**config.mk**
```make
export PLATFORM = sky130hd
export DESIGN_NAME = bcd_calc_ctrl
export DESIGN_NICKNAME = d
export VERILOG_FILES = /design/src/rtl/bcd_calc_ctrl.sv
export SDC_FILE = /design/constraint.sdc
export NUM_CORES = 1
export LEC_CHECK = 0
export CAP_MARGIN = 20
export CORE_AREA = 2 2 78 80
export CTS_BUF_LIST = sky130_fd_sc_hd__clkbuf_4 sky130_fd_sc_hd__clkbuf_8
export DETAILED_ROUTE_END_ITERATION = 6
export DIE_AREA = 0 0 80 82
export PLACE_DENSITY = 0.89
export SYNTH_ARGS = -nofsm -noshare
export SYNTH_HDL_FRONTEND = slang
export SYNTH_SLANG_ARGS = --single-unit
export TNS_END_PERCENT = 30
```
**constraint.sdc**
```tcl
create_clock -name clk -period 3 [get_ports clk]
set_input_delay 0.45 -clock clk [delete_from_list [all_inputs] [get_ports clk]]
set_output_delay 0.45 -clock clk [all_outputs]
set_load 0.02 [all_outputs]
```
**src/rtl/bcd_calc_ctrl.sv**
```systemverilog
// Keypad sequencer for a 3-digit BCD subtractor: collects A and B, waits one
// settle cycle in EVAL, then latches difference and sign for the display.
module bcd_calc_ctrl #(
  parameter logic [3:0] KEY_MINUS = 4'hA,
  parameter logic [3:0] KEY_EQ    = 4'hB,
  parameter logic [3:0] KEY_CLR   = 4'hC
) (
  input  logic       clk,
  input  logic       rst,
  input  logic       key_valid,
  input  logic [3:0] key_code,
  output logic       key_ready,
  output logic [3:0] sub_a_ones,
  output logic [3:0] sub_a_tens,
  output logic [3:0] sub_a_huns,
  output logic [3:0] sub_b_ones,
  output logic [3:0] sub_b_tens,
  output logic [3:0] sub_b_huns,
  input  logic [3:0] sub_out_ones,
  input  logic [3:0] sub_out_tens,
  input  logic [3:0] sub_out_huns,
  input  logic       sub_negative,
  output logic [3:0] disp_ones,
  output logic [3:0] disp_tens,
  output logic [3:0] disp_huns,
  output logic       disp_neg,
  output logic       done,
  output logic [1:0] state_dbg
);

  typedef enum logic [1:0] {
    ENTER_A = 2'd0,
    ENTER_B = 2'd1,
    EVAL    = 2'd2,
    SHOW    = 2'd3
  } state_t;

  state_t      state_q, state_d;
  logic [11:0] a_q, a_d, b_q, b_d, res_q, res_d, disp_q, disp_d;
  logic        neg_q, neg_d, disp_neg_q, disp_neg_d, done_q, done_d;
  logic [1:0]  cnt_q, cnt_d;
  logic        accept, is_digit;
  logic [11:0] sub_out;

  assign sub_out  = {sub_out_huns, sub_out_tens, sub_out_ones};
  assign accept   = key_valid && (state_q != EVAL);
  assign is_digit = (key_code <= 4'd9);

  always_comb begin
    state_d    = state_q;
    a_d        = a_q;
    b_d        = b_q;
    res_d      = res_q;
    neg_d      = neg_q;
    cnt_d      = cnt_q;
    done_d     = 1'b0;
    disp_d     = disp_q;
    disp_neg_d = 1'b0;

    if (accept && key_code == KEY_CLR) begin
      state_d = ENTER_A;
      a_d     = '0;
      b_d     = '0;
      res_d   = '0;
      neg_d   = 1'b0;
      cnt_d   = '0;
    end else begin
      case (state_q)
        ENTER_A: begin
          if (accept && is_digit && cnt_q != 2'd3) begin
            a_d   = {a_q[7:0], key_code};
            cnt_d = cnt_q + 2'd1;
          end else if (accept && key_code == KEY_MINUS) begin
            state_d = ENTER_B;
            b_d     = '0;
            cnt_d   = '0;
          end
        end
        ENTER_B: begin
          if (accept && is_digit && cnt_q != 2'd3) begin
            b_d   = {b_q[7:0], key_code};
            cnt_d = cnt_q + 2'd1;
          end else if (accept && key_code == KEY_EQ) begin
            state_d = EVAL;
          end
        end
        EVAL: begin
          // bcd_sub reports equal operands as negative; zero never shows a minus.
          state_d = SHOW;
          res_d   = sub_out;
          neg_d   = sub_negative && (sub_out != 12'h000);
          done_d  = 1'b1;
        end
        SHOW: begin
          if (accept && is_digit) begin
            state_d = ENTER_A;
            a_d     = {8'h00, key_code};
            b_d     = '0;
            cnt_d   = 2'd1;
          end else if (accept && key_code == KEY_MINUS && !neg_q) begin
            state_d = ENTER_B;
            a_d     = res_q;
            b_d     = '0;
            cnt_d   = '0;
          end
        end
        default: state_d = ENTER_A;
      endcase
    end

    // Display follows the next state so it tracks the registers it mirrors.
    case (state_d)
      ENTER_A: disp_d = a_d;
      ENTER_B: disp_d = b_d;
      default: begin
        disp_d     = res_d;
        disp_neg_d = neg_d;
      end
    endcase
  end

  always_ff @(posedge clk) begin
    if (rst) begin
      state_q    <= ENTER_A;
      a_q        <= '0;
      b_q        <= '0;
      res_q      <= '0;
      neg_q      <= 1'b0;
      cnt_q      <= '0;
      done_q     <= 1'b0;
      disp_q     <= '0;
      disp_neg_q <= 1'b0;
    end else begin
      state_q    <= state_d;
      a_q        <= a_d;
      b_q        <= b_d;
      res_q      <= res_d;
      neg_q      <= neg_d;
      cnt_q      <= cnt_d;
      done_q     <= done_d;
      disp_q     <= disp_d;
      disp_neg_q <= disp_neg_d;
    end
  end

  assign key_ready  = (state_q != EVAL);
  assign state_dbg  = state_q;
  assign done       = done_q;
  assign sub_a_huns = a_q[11:8];
  assign sub_a_tens = a_q[7:4];
  assign sub_a_ones = a_q[3:0];
  assign sub_b_huns = b_q[11:8];
  assign sub_b_tens = b_q[7:4];
  assign sub_b_ones = b_q[3:0];
  assign disp_huns  = disp_q[11:8];
  assign disp_tens  = disp_q[7:4];
  assign disp_ones  = disp_q[3:0];
  assign disp_neg   = disp_neg_q;

endmodule

```
Yosys cells after proc, flatten, opt, wreduce, memory -nomap -nowiden
Index checks and enable logic that the tools add are counted.

Register bits: 55. Logic and storage cells: 71. Output and inout bits: 41. Input port bits: 20.

Muxes and demuxes: 32. $lt $le $gt $ge: 1. $add $sub $neg: 1. Eq/ne operators: 12. Reductions and logical operators: 16.

Operators by type and width (number): $mux 12 (12); $pmux 12 s2 (2); $pmux 12 s3 (1); $mux 2 (12); $eq 4x4->1 const B (3); $reduce_bool 12->1 (1); $logic_and 1x1->1 (8); $pmux 2 s4 (1); $ne 2x2->1 const B (3); $ne 3x3->1 const B (2); $pmux 2 s3 (1); $eq 2x1->1 const B (2); $eq 2x2->1 const B (2); $le 4x4->1 const B (1); $logic_not 2->1 (2); $reduce_and 4->1 (1); $mux 1 (3); $reduce_bool 3->1 (1); $reduce_or 3->1 (1); $add 2x1->2 const B (1); $reduce_or 2->1 (1); $logic_not 1->1 (1).

Longest topological paths before layout
Depth in word-level cells: 10. Mapped depth: 10. Gate-level depth less buffers: 8.

Least setup slack after synthesis
OpenSTA, ideal clock, no wires.

Kind: reg-to-reg. Start point: register state_q[0] (netlist: state_dbg[0]). End point: register disp_q[3]. Buffers on the path: 1. Slack: 0.525 ns. Clock period less this slack: 2.475 ns. Stages on the path, launching flop included: 10. Arrival time: 2.355 ns. Required time: 2.880 ns. Cells stage by stage: dfxtp_1 -> inv_1 -> ha_1 -> buf_6 -> nor3b_1 -> nand2_2 -> a311o_1 -> a311oi_2 -> nor4_1 -> o31a_1.

Cells in the longest elaborated chain, start to end: 10. Elaborated cells on any way between the ends: 37. Those cells by class: 5 x eq/ne; 23 x mux; 9 x reduce/logical.

Ends and longest elaborated chain: from (decl) (line 38) `state_t state_q, state_d;`; from (signal assigned) (line 134) `state_q <= state_d;`; $ne 2x2->1 (line 46) `assign accept = key_valid && (state_q != EVAL);`; $logic_and 1x1->1 (line 46); $logic_and 1x1->1 (line 73, 100); $logic_and 1x1->1 (line 100) `end else if (accept && key_code == KEY_MINUS && !neg_q) begin`; $mux 2 (line 100); $mux 2 (line 95) `if (accept && is_digit) begin`; $pmux 2 s4 (line 68) `case (state_q)`; $mux 2 (line 60) `if (accept && key_code == KEY_CLR) begin`; $eq 2x1->1 / $logic_not 2->1 (equally long branches) (line 112) `case (state_d)`; $pmux 12 s2 * (line 112); to (signal assigned) (line 141) `disp_q <= disp_d;`; to (decl) (line 39) `logic [11:0] a_q, a_d, b_q, b_d, res_q, res_d, disp_q, disp_d;`.

Mark *: on every way between the ends. The rest lies on a longest branch, timed or not. A chain may end at the register's enable or synchronous reset.

Worst setup path after layout
Start point: input key_code[3]. End point: register disp_q[8].

Cells in the longest elaborated chain, start to end: 9. Elaborated cells on any way between the ends: 34. Those cells by class: 1 x order compare; 4 x eq/ne; 22 x mux; 7 x reduce/logical.

Ends and longest elaborated chain: from (decl) (line 11) `input logic [3:0] key_code,`; parallel branches: the longest is 8 deep, another holds $le 4x4->1; $pmux 12 s2 * (line 112).

Every way passes the cells marked *.

==> metrics.md <==
| Metric | Value |
|---|---|
| Core box area | 5746 sq um |
| DRC Markers | 2 |
| Gp weighted congestion | 0.9486 |
| Worst EP required | 3.18 ns |
| Synthesized instance count | 318 |
| Maximum buffer depth of the clock tree | 2 |
| Setup WS post-layout | 0.1151 ns |
| Routed WL | 9.406 mm |
| Vias in the first global route | 2878 |
| Top-count cell post-synth | dfxtp_1 |
| EDFF count, synth | 0 |
| Sequential area share after synthesis | 37.91% |
| Clock Skew | 0.01137 ns |
| Startpoint types | input pin |
| Antenna-violating nets left | 0 |
| Initial DRC count | 402 |
| Critical Path AT | 3.07 ns |
| Final net count | 412 |
| Total CTS buffers | 5 |
| Initial antenna violation count | 0 |
| Die X | 80 um |
| Final std cells w/o fill | 463 |
| Primary FF master, synth | dfxtp_1 |
| H-Tree Depth | 2 |
| FF-to-FF End | disp_q[5] |
| Share of cells above drive strength 1 | 14.43% |
| TritonCTS clock tree | built |
| Die Y | 82 um |
| Largest area contributor in the netlist | dfxtp_1 |
| Hold Crit Class | flip-flop to flip-flop |
| # Post-CTS Setup Buffers | 0 |
| Fillers | 454 |
| GRT Total Usage | 29.23% |
| Final slew viol count | 0 |
| #FFs+latches synth | 55 |
| Area occupied by multi-input gates | 1673 sq um |
| WL/cell | 20.32 um |
| Main area contributors after synthesis | dfxtp_1 38%, nor2_1 5.7%, mux2i_1 5.5% |
| Initial DRT Pass Iterations | 7 |
| Top cell type's share of synthesized area | 37.91% |
| CTS resizes | 0 |
| VDD IR-drop max | 515.6 uV |
| Initial core utilization | 50.54% |
| Worst r2r src | state_dbg[1] |
| Clock-pin slew on the worst setup and hold paths | 0.09 ns |
| CP Launch Point | key_code[3] |
| Max-cap violations | 0 |
| Crit end category | flip-flop |
| Reg2reg path depth | 7 |
| Status | finished with violations |
| Routed vias/inst | 6.441 |
| Leakage | 1.371 nW |
| Dpl ws | -0.2542 ns |
| Slew headroom | 42.00% |
| Cell area power density | 937.0 nW/um^2 |
| Ant. Diodes | 0 |
| Ys Warns | 0 |
| Inst Count DP | 455 |
| Register area | 1101 sq um |
| # port buffers | 60 |
| Post-route design area | 3794 sq um |
| Top cells by count, synth | 55 x dfxtp_1, 44 x nor2_1, 16 x a21oi_1, 16 x mux2i_1, 15 x o21ai_0 |
| # rows | 28 |
| Measured slew at the worst slew-check pin | 0.8642 ns |
| Worst hold start | cnt_q[1] |
| R2r setup slk | 0.24 ns |
| Failing checks | design-rule violations |
| Largest net degree at the start of global routing | 19 |
| Fin crit period | 2.885 ns |
| IO Pins | 61 |
| CP Max Fanout | 12 |
| Fin crit share | 96.16% |
| RSZ-0062 raised after global routing | yes |
| Syn nets | 343 |
| Placed Area | 3669 sq um |
| CTS Sinks | 55 |
| CTS Hold Bufs | 0 |
| Crit path kind | input pin to flip-flop |
| Clk Latency, worst-skew pair | 0.32 ns |
| First-pass GRT wire length | 14.77 mm |
| Via Count | 2982 |
| CP Capture Point | disp_q[8] |
| Clock root cell | clkbuf_8 |
| Final-report hold violation count | 0 |
| Max Clk Rate | 346.6 MHz |
| Synth unique cells | 64 |
| Final Util | 66.03% |
| FFs w/ async S/R, synth | 0% |
| Final setup fails | 0 |
| Final HPWL DP | 6.776 mm |
| Mapped Area | 2904 sq um |
| Die area | 6560 sq um |
| Overflow after GRT | 0 |
| Area Growth Syn to Fin | 30.63% |
| Syn_area_per_cell | 9.132 sq um |
power breakdown:
group | leakage (nW) | internal, W | total [W] | switching [W]
logic | 0.862 | 0.000863 | 0.00208 | 0.00121
clock network | 0.0618 | 0.000275 | 0.000529 | 0.000254
registers | 0.447 | 0.000864 | 0.000950 | 0.0000865
total | 1.37 | 0.00200 | 0.00355 | 0.00155
stage by stage:
| step | hold WS [ns] | power, W | setup TNS (ns) |
|---|---|---|---|
| after floorplan | 0.4489 | 0.002260 | 0 |
| after global placement | 0.4586 | 0.002900 | -0.3527 |
| after detailed placement | 0.4668 | 0.002945 | -0.4311 |
| after CTS | 0.4819 | 0.003476 | 0 |
| after global routing | 0.5169 | 0.003709 | -0.01099 |
| final | 0.4843 | 0.003555 | 0 |
final cells by class:
class                   instances  share of cell area [%]
multi-input cells             237                   44.10
inverters                       5                  0.4947
clock inverters                 2                   1.022
well taps                      75                   2.474
repair buffers                 83                   20.71
flip-flops and latches         55                   29.02
clock buffers                   6                   2.177
kinds of logic (layout without fill, tap and decap cells):
family                   after synthesis  in the layout  share of synthesized area [%]
AND/OR/NAND/NOR                      113            113                          21.93
AO/OA/AOI/OAI                         93             93                          24.00
flip-flops                            55             55                          37.91
multiplexers                          26             26                          9.392
buffers and inverters                 26             96                          4.610
adder cells (fa/ha/maj)                5              5                          2.154
worst max-delay path: stages:
cell             delay, ns
clkdlybuf4s50_1       0.72
or3b_1                0.41
o21ai_1               0.18
nor2b_2               0.20
o21ai_1               0.28
a2111oi_1             0.67
o32ai_1               0.15
cell usage in the layout, fill, tap and decap left out, drive strengths merged, types with 5 or more instances in the layout:
cell | Yosys | layout
clkdlybuf4s50 | 0 | 60
dfxtp | 55 | 55
nor2 | 44 | 44
buf | 12 | 23
o21ai | 19 | 19
mux2i | 16 | 16
a21oi | 16 | 16
nand2 | 11 | 11
mux2 | 10 | 10
nand3 | 9 | 9
a22oi | 7 | 7
nor3 | 7 | 7
a32oi | 6 | 6
clkbuf | 9 | 6
inv | 5 | 6
nand2b | 5 | 5
and3 | 5 | 5
o31a | 5 | 5
o32ai | 5 | 5
ha | 5 | 5
how the worst min path moves through the flow:
stage                to  cells after the start
2_1_floorplan  cnt_q[1]                      2
3_3_place_gp   cnt_q[1]                      2
3_5_place_dp   cnt_q[1]                      2
4_1_cts        cnt_q[1]                      2
5_1_grt        cnt_q[1]                      2
6_report       cnt_q[1]                      2
layer usage:
layer | global-route usage [%] | share of wire (%) | wire length (um)
met5 | 0 | 0 | 0
met4 | 12.88 | 4.2 | 393
met3 | 4.835 | 9.0 | 849
met2 | 49.08 | 48 | 4503
met1 | 37.00 | 39 | 3661
sequential cells by signal, summed over array words and instances, names as in the netlist:
| signal | flops |
|---|---|
| disp_q | 12 |
| b_q | 12 |
| done | 1 |
| neg_q | 1 |
| res_q | 12 |
| state_dbg | 2 |
| cnt_q | 2 |
| disp_neg | 1 |
| a_q | 12 |
No activity file was read; power rests on OpenSTA's default activity.
